===== config.mk =====
export PLATFORM = sky130hd
export DESIGN_NAME = onehot_encoder_rr
export DESIGN_NICKNAME = d
export VERILOG_FILES = /design/src/rtl/onehot_encoder_rr.sv
export SDC_FILE = /design/constraint.sdc
export NUM_CORES = 1
export LEC_CHECK = 0
export ABC_AREA = 1
export ABC_CLOCK_PERIOD_IN_PS = 2390
export CAP_MARGIN = 20
export CORE_MARGIN = 3
export CORE_UTILIZATION = 45
export CTS_CLUSTER_SIZE = 16
export DETAILED_ROUTE_END_ITERATION = 10
export GPL_TIMING_DRIVEN = 0
export PLACE_DENSITY_LB_ADDON = 0.25
export SLEW_MARGIN = 20
export SYNTH_ARGS = -nofsm -noshare
export SYNTH_HDL_FRONTEND = slang
export SYNTH_SLANG_ARGS = --single-unit

===== constraint.sdc =====
create_clock -name clk -period 2.39 [get_ports clk]
set_input_delay 0.478 -clock clk [delete_from_list [all_inputs] [get_ports clk]]
set_output_delay 0.478 -clock clk [all_outputs]
set_load 0.02 [all_outputs]

===== src/rtl/onehot_encoder_rr.sv =====
// onehot_encoder_rr
//   Collects one-cycle request pulses into a pending vector and hands them out
//   one index per cycle, in round-robin order, over a valid/ready interface.
//
// Ports
//   clk      in  1   rising-edge clock
//   rst_n    in  1   asynchronous active-low reset
//   D        in  N   request pulses, bit i = one request for index i (multi-hot ok)
//   I        out W   granted index (registered)
//   valid    out 1   I holds a granted index (registered)
//   ready    in  1   consumer takes I when valid && ready at a rising edge
//   pend     out N   pending-request vector (registered)
//   ovf      out 1   sticky overflow: a request arrived for an already pending index
//   ovf_clr  in  1   synchronous clear of ovf (a coincident new overflow wins)
module onehot_encoder_rr #(
  parameter int N = 4,
  localparam int W = $clog2(N)
) (
  input  logic         clk,
  input  logic         rst_n,
  input  logic [N-1:0] D,
  output logic [W-1:0] I,
  output logic         valid,
  input  logic         ready,
  output logic [N-1:0] pend,
  output logic         ovf,
  input  logic         ovf_clr
);

  typedef enum logic {IDLE, HOLD} state_t;

  localparam logic [N-1:0] ONE = {{(N-1){1'b0}}, 1'b1};

  state_t       state;
  logic [W-1:0] ptr;

  logic [N-1:0] cand;
  logic [W-1:0] sel;
  logic         load;
  logic [N-1:0] load_mask;
  logic         ovf_set;
  logic [W-1:0] idx;

  // Candidates for this edge. While holding, nothing moves unless the consumer
  // takes I; the index being accepted is excluded so a re-request for it that
  // arrived during service waits for a later round instead of repeating now.
  always_comb begin
    cand = '0;
    if (state == IDLE) begin
      cand = pend;
    end else if (ready) begin
      cand = pend & ~(ONE << I);
    end
  end

  // Round-robin pick: first candidate scanning upward from ptr. W-bit
  // arithmetic wraps N-1 -> 0 on its own because N is a power of two.
  always_comb begin
    sel  = '0;
    load = 1'b0;
    idx  = '0;
    for (int j = 0; j < N; j++) begin
      idx = ptr + W'(j);
      if (!load && cand[idx]) begin
        load = 1'b1;
        sel  = idx;
      end
    end
  end

  always_comb begin
    load_mask = '0;
    if (load) begin
      load_mask = ONE << sel;
    end
    // A pulse on an index that is pending and not being loaded now is lost.
    ovf_set = |(D & pend & ~load_mask);
  end

  always_ff @(posedge clk or negedge rst_n) begin
    if (!rst_n) begin
      state <= IDLE;
      I     <= '0;
      valid <= 1'b0;
      ptr   <= '0;
      pend  <= '0;
      ovf   <= 1'b0;
    end else begin
      // New pulses are OR-ed in after the loaded bit is cleared, so a request
      // arriving on the very edge its index is granted stays pending.
      pend <= (pend & ~load_mask) | D;
      ovf  <= ovf_set | (ovf & ~ovf_clr);
      case (state)
        IDLE: begin
          if (load) begin
            I     <= sel;
            ptr   <= sel + W'(1);
            valid <= 1'b1;
            state <= HOLD;
          end
        end
        HOLD: begin
          if (load) begin
            I     <= sel;
            ptr   <= sel + W'(1);
            valid <= 1'b1;
          end else if (ready) begin
            valid <= 1'b0;
            state <= IDLE;
          end
        end
        default: begin
          valid <= 1'b0;
          state <= IDLE;
        end
      endcase
    end
  end

endmodule


Yosys cells after proc, flatten, opt, wreduce, memory -nomap -nowiden
Index checks and enable logic that the tools add are counted.
Widths: inputs -> output; s select.

storage, ports and cells
  register bits after elaboration = 11
  output and inout bits = 8
  input port bits = 8
  word-level logic and storage cells = 66

cells by class
  shift-type cells = 2
  $add $sub $neg = 4
  muxes and demuxes = 29
  $lt $le $gt $ge = 4
  reduce and logical (&&, ||, !) cells = 8
  equality and inequality tests = 2
  bitwise operators = 11

operators by type and width
  kind                 number
  $and 4x4->4          4
  $mux 1               14
  $lt 2x3->1 const B   4
  $mux 2               6
  $mux 4               3
  $bmux 1 s2           4
  $not 4->4            2
  $shl 1x2->4 const A  2
  $add 2x1->2 const B  2
  $add 2x2->2 const B  2
  $or 4x4->4           1
  $pmux 1 s2           2
  $reduce_or 4->1      1
  $logic_and 1x1->1    3
  $logic_not 1->1      3
  $ne 3x2->1 const B   1
  $ne 2x2->1 const B   1
  $not 1->1            2
  $reduce_and 2->1     1
  $and 1x1->1          1
  $or 1x1->1           1

Longest topological paths before layout
  word-level depth = 23
  depth in mapped cells = 17
  depth with buffers taken out = 17

Worst setup path after synthesis
No wires, ideal clock.

  kind = reg2reg
  start point = register I[0]
  end point = register ovf
  slack = 0.345 ns
  path buffers = 0
  setup time = 0.119 ns
  arrival = 1.926 ns
  stages on the path, launching flop included = 16
  required time = 2.271 ns
  clock period less this slack = 2.045 ns
  cells stage by stage = dfrtp_1 inv_1 nand3_1 nand3_1 nand2_1 o21ai_2 nand3_1 o211ai_1 nand2_1 inv_1 ha_1 nand2_1 nand2_1 nand2_1 nor2_1 nand2_1

on the way
  word-level cells in the longest chain between the ends = 23
  elaborated cells on any way between the ends = 33
  those cells by class = shift: 2; mux: 19; bitwise: 5; reduce/logical: 7

RTL lines
  item                          line  source
  from (decl)                   22    output logic [W-1:0] I,
  from (signal assigned)        96    I <= sel;
  from (signal assigned)        104   I <= sel;
  $shl 1x2->4 *                 52    cand = pend & ~(ONE << I);
  $not 4->4 *                   52
  $and 4x4->4 *                 52
  $mux 4 *                      51    end else if (ready) begin
  $mux 4 *                      49    if (state == IDLE) begin
  $bmux 1 s2                    64    if (!load && cand[idx]) begin
  $mux 1 (implied by the code)  64
  $mux 1                        64
  (+8 left out)                 -
  $mux 2 *                      64
  named net sel[1]              38    logic [W-1:0] sel;
  $shl 1x2->4 *                 74    load_mask = ONE << sel;
  $mux 4 *                      73    if (load) begin
  $not 4->4 *                   77    ovf_set = |(D & pend & ~load_mask);
  $and 4x4->4 *                 77
  $reduce_or 4->1 *             77
  $or 1x1->1 *                  92    ovf <= ovf_set | (ovf & ~ovf_clr);
  to (signal assigned)          92
  to (decl)                     26    output logic ovf,

Mark *: on every way through the listed nets, which the timed path passes. The rest lies on a longest branch. The select of a mux whose other input is x is not followed.
A chain may end at the register's enable or synchronous reset.

Worst setup path in the final report
  start point = register state
  end point = register ovf

on the way
  word-level cells in the longest chain between the ends = 19
  elaborated cells on any way between the ends = 29
  those cells by class = shift: 1; mux: 18; bitwise: 3; reduce/logical: 7

RTL lines
  item                          line  source
  from (decl)                   34    state_t state;
  from (signal assigned)        82    state <= IDLE;
  from (signal assigned)        99    state <= HOLD;
  from (signal assigned)        109   state <= IDLE;
  $mux 4 *                      49
  $bmux 1 s2                    64
  $mux 1 (implied by the code)  64
  $mux 1                        64
  $logic_not 1->1               64
  $logic_and 1x1->1             64
  $mux 1                        64
  $logic_not 1->1               64
  (+3 left out)                 -
  $logic_and 1x1->1             64
  $mux 2                        64
  $shl 1x2->4                   74
  $mux 4 *                      73
  $not 4->4 *                   77
  $and 4x4->4 *                 77
  $reduce_or 4->1 *             77
  $or 1x1->1 *                  92

Every way passes the cells marked *; elsewhere a longest branch is shown, timed or not. The select of a mux whose other input is x is not followed.

==> summary.txt <==
Status
  • Status: complete, no violations

Floorplan
  • # rows: 14
  • # IOs: 16
  • Core area: 1594 µm²
  • Die height: 48.22 µm
  • Initial Utilization: 50.31%
  • Full die area: 2325 µm²
  • DIE WIDTH: 48.22 µm

Detailed routing
  • Antenna viol nets, final: 0
  • Via density: 5.056
  • DR WL/cell: 11.74 µm
  • Drt pass-1 iters: 4
  • DR iter-0 viols: 27
  • DRC: 0
  • Routed vias: 809
  • Final wirelength: 1.878 mm

GRT
  • Vias in the first global route: 654
  • First-pass GRT wire length: 2.635 mm
  • Antenna violations before repair: 0
  • GRT Total Usage: 16.57%
  • Largest net degree at the start of global routing: 12
  • Total global routing overflow: 0

Timing
  • Fin crit period: 2238 ps
  • Rel. slew slack: 67.12%
  • Final hold vios: 0
  • Period utilization: 93.62%
  • # setup viols final: 0
  • Setup TNS: 0 ps
  • Least-Margin Pin Slew: 491.6 ps
  • Layout Skew: 10.86 ps
  • Fmax: 0.4469 GHz
  • Max-slew violation count: 0

Worst setup path
  • Worst setup SP type: register
  • Worst Path Max Fanout: 8
  • Delay of the slowest critical-path stage: 330 ps
  • Worst setup EP type: register
  • WP data required: 2610 ps
  • CP cell instances: buf_2 > nand3_1 > nand4_1 > nand3_2 > o21ai_4 > nand3_2 > o211ai_1 > nand2_2 > buf_4 > ha_1 > a21oi_1 > nor2_1 > nand2_1
  • CP max stage cell: dfrtp_1
  • Crit-path leading delay family: simple AND/OR/NAND/NOR gates
  • Buffers & Inverters on Critical Path: 2
  • Critical path data arrival time: 2460 ps
  • Critical setup path kind: register to register
  • Most frequent CP cell: nand3_2

Yosys
  • Synth Area per Inst: 7.291 µm²
  • Post-Syn Nets: 122
  • #FFs+latches synth: 11
  • Register area share after synthesis: 34.32%
  • Post-synthesis instance area: 802.0 µm²
  • Yosys top cell by area: dfrtp_1
  • Synth area leaders: dfrtp_1, nand2_1, nand3_1
  • Netlist cell types: 21
  • Synth warn: 0
  • Gate Count Post-Synth: 110
  • Top cell type's share of synthesized area: 34.32%

Hold path
  • Tightest Hold Check Type: register to register

Placed design
  • Hpwl dp: 1.315 mm
  • IO Port Bufs: 15
  • Placed cell area: 982.2 µm²
  • GPL Wtd Cong: 0.8356

Clocking
  • TritonCTS clock tree: built
  • CTS clk-pin slew, worst paths: 80 ps
  • Htree depth: 1
  • Sink Count: 11
  • Cts bufs inserted: 3
  • Post-CTS Hold Fix Bufs: 0
  • Clk buf depth: 2
  • Root buf cell: clkbuf_4
  • Skew-Pair Late Insertion Delay: 280 ps

Cells and area
  • Area Growth Syn to Fin: 38.53%
  • Fin util: 69.70%
  • # fillers: 122
  • Post-route cell area: 1111 µm²
  • Diodes inserted: 0
  • Final nets: 149
  • Layout cells sized above 1: 25.74%

Flow run
  • Maxcap violations: 0
[cells in the mapped netlist, drive strengths merged]
library cell	n
a21o	3
nand2	33
o21ai	4
ha	4
dfrtp	11
clkinv	1
inv	15
a21oi	8
or2	1
o211ai	1
nor2	3
nand3	18
nand4	5
buf	2
xnor2	1
[what timing repair did]
action / CTS / global route
resized for setup: 1 / 14
setup buffers: 1 / 6
endpoints found under the setup margin: 1 / 6
pin swaps: 3 / 6
gates cloned: 0 / 0
[path summary, 6_finish.rpt]
path                                    from           endpoint  slack, ps  cells after the start
max                          state$_DFF_PN0_      ovf$_DFF_PN0_        150                     13
min                        valid$_DFFE_PN0P_  valid$_DFFE_PN0P_        490                      2
max reg2reg                  state$_DFF_PN0_      ovf$_DFF_PN0_        150                     13
min reg2reg                valid$_DFFE_PN0P_  valid$_DFFE_PN0P_        490                      2
max in group asynchronous              rst_n  pend[2]$_DFF_PN0_       1520                      1
min in group asynchronous              rst_n  pend[0]$_DFF_PN0_        520                      1
[worst min-delay path, delay by kind of cell, from the launching register on]
kind             cells  cell delay (ps)
DFF                  1              350
and+or+nand+nor      2              110
[layer usage]
metal | wire (µm) | vias up | track usage [%]
met3 | 69 | 4 | 5.535
met1 | 896 | 369 | 21.32
met2 | 896 | 20 | 26.30
met4 | 16 | 0 | 4.839
li1 | - | 416 | -
met5 | 0 | - | 0
[kinds of logic (layout without fill, tap and decap cells)]
family	Yosys count	count (layout)	share of synthesized area, %
and+or+nand+nor	60	60	35.57
adders and majority gates	4	4	6.240
xor gates and xnor gates	1	1	2.029
AOI/OAI and AO/OA	16	16	12.64
buffers and inverters	18	44	9.203
DFF	11	11	34.32
[final cells by class]
class,count,area [µm²],area share [%]
plain buffers,2,12.51,1.126
inverters,16,61.31,5.518
multi-input cells,81,499.2,44.93
repair buffers,22,205.2,18.47
flip-flops and latches,11,275.3,24.77
clock buffers,3,22.52,2.027
well taps,24,30.03,2.703
clock inverters,1,5.005,0.4504
[through the flow]
stage / instances / setup WS [ps] / hold slack (ps)
after floorplan: 110 / 344.9 / 182.4
after global placement: 149 / -249.8 / 462.4
after detailed placement: 149 / -304.8 / 472.7
after CTS: 154 / 15.94 / 489.0
after global routing: 160 / -5.840 / 513.1
final: 160 / 152.4 / 486.5
[flip-flops by register name, indices dropped and copies added (netlist names)]
| signal | cells |
|---|---|
| ovf | 1 |
| state | 1 |
| valid | 1 |
| ptr | 2 |
| pend | 4 |
| I | 2 |
[cells in the final DEF, fill, tap and decap left out, types with 2 or more instances in the layout]
cell type / synthesis / layout
inv_1: 14 / 12
nand2_2: 3 / 5
nand3_2: 0 / 3
a21o_1: 3 / 3
nand2_1: 30 / 27
dfrtp_1: 11 / 11
clkdlybuf4s50_1: 0 / 14
clkbuf_4: 0 / 3
nand3_1: 18 / 15
a21oi_2: 1 / 4
ha_1: 4 / 4
buf_4: 1 / 8
clkinv_2: 1 / 2
a21oi_1: 7 / 4
inv_2: 1 / 3
nor2_1: 3 / 3
nand4_1: 4 / 4
Power is not shown: default switching activity piles up to over one toggle a cycle in this logic, so the estimate is an artifact.
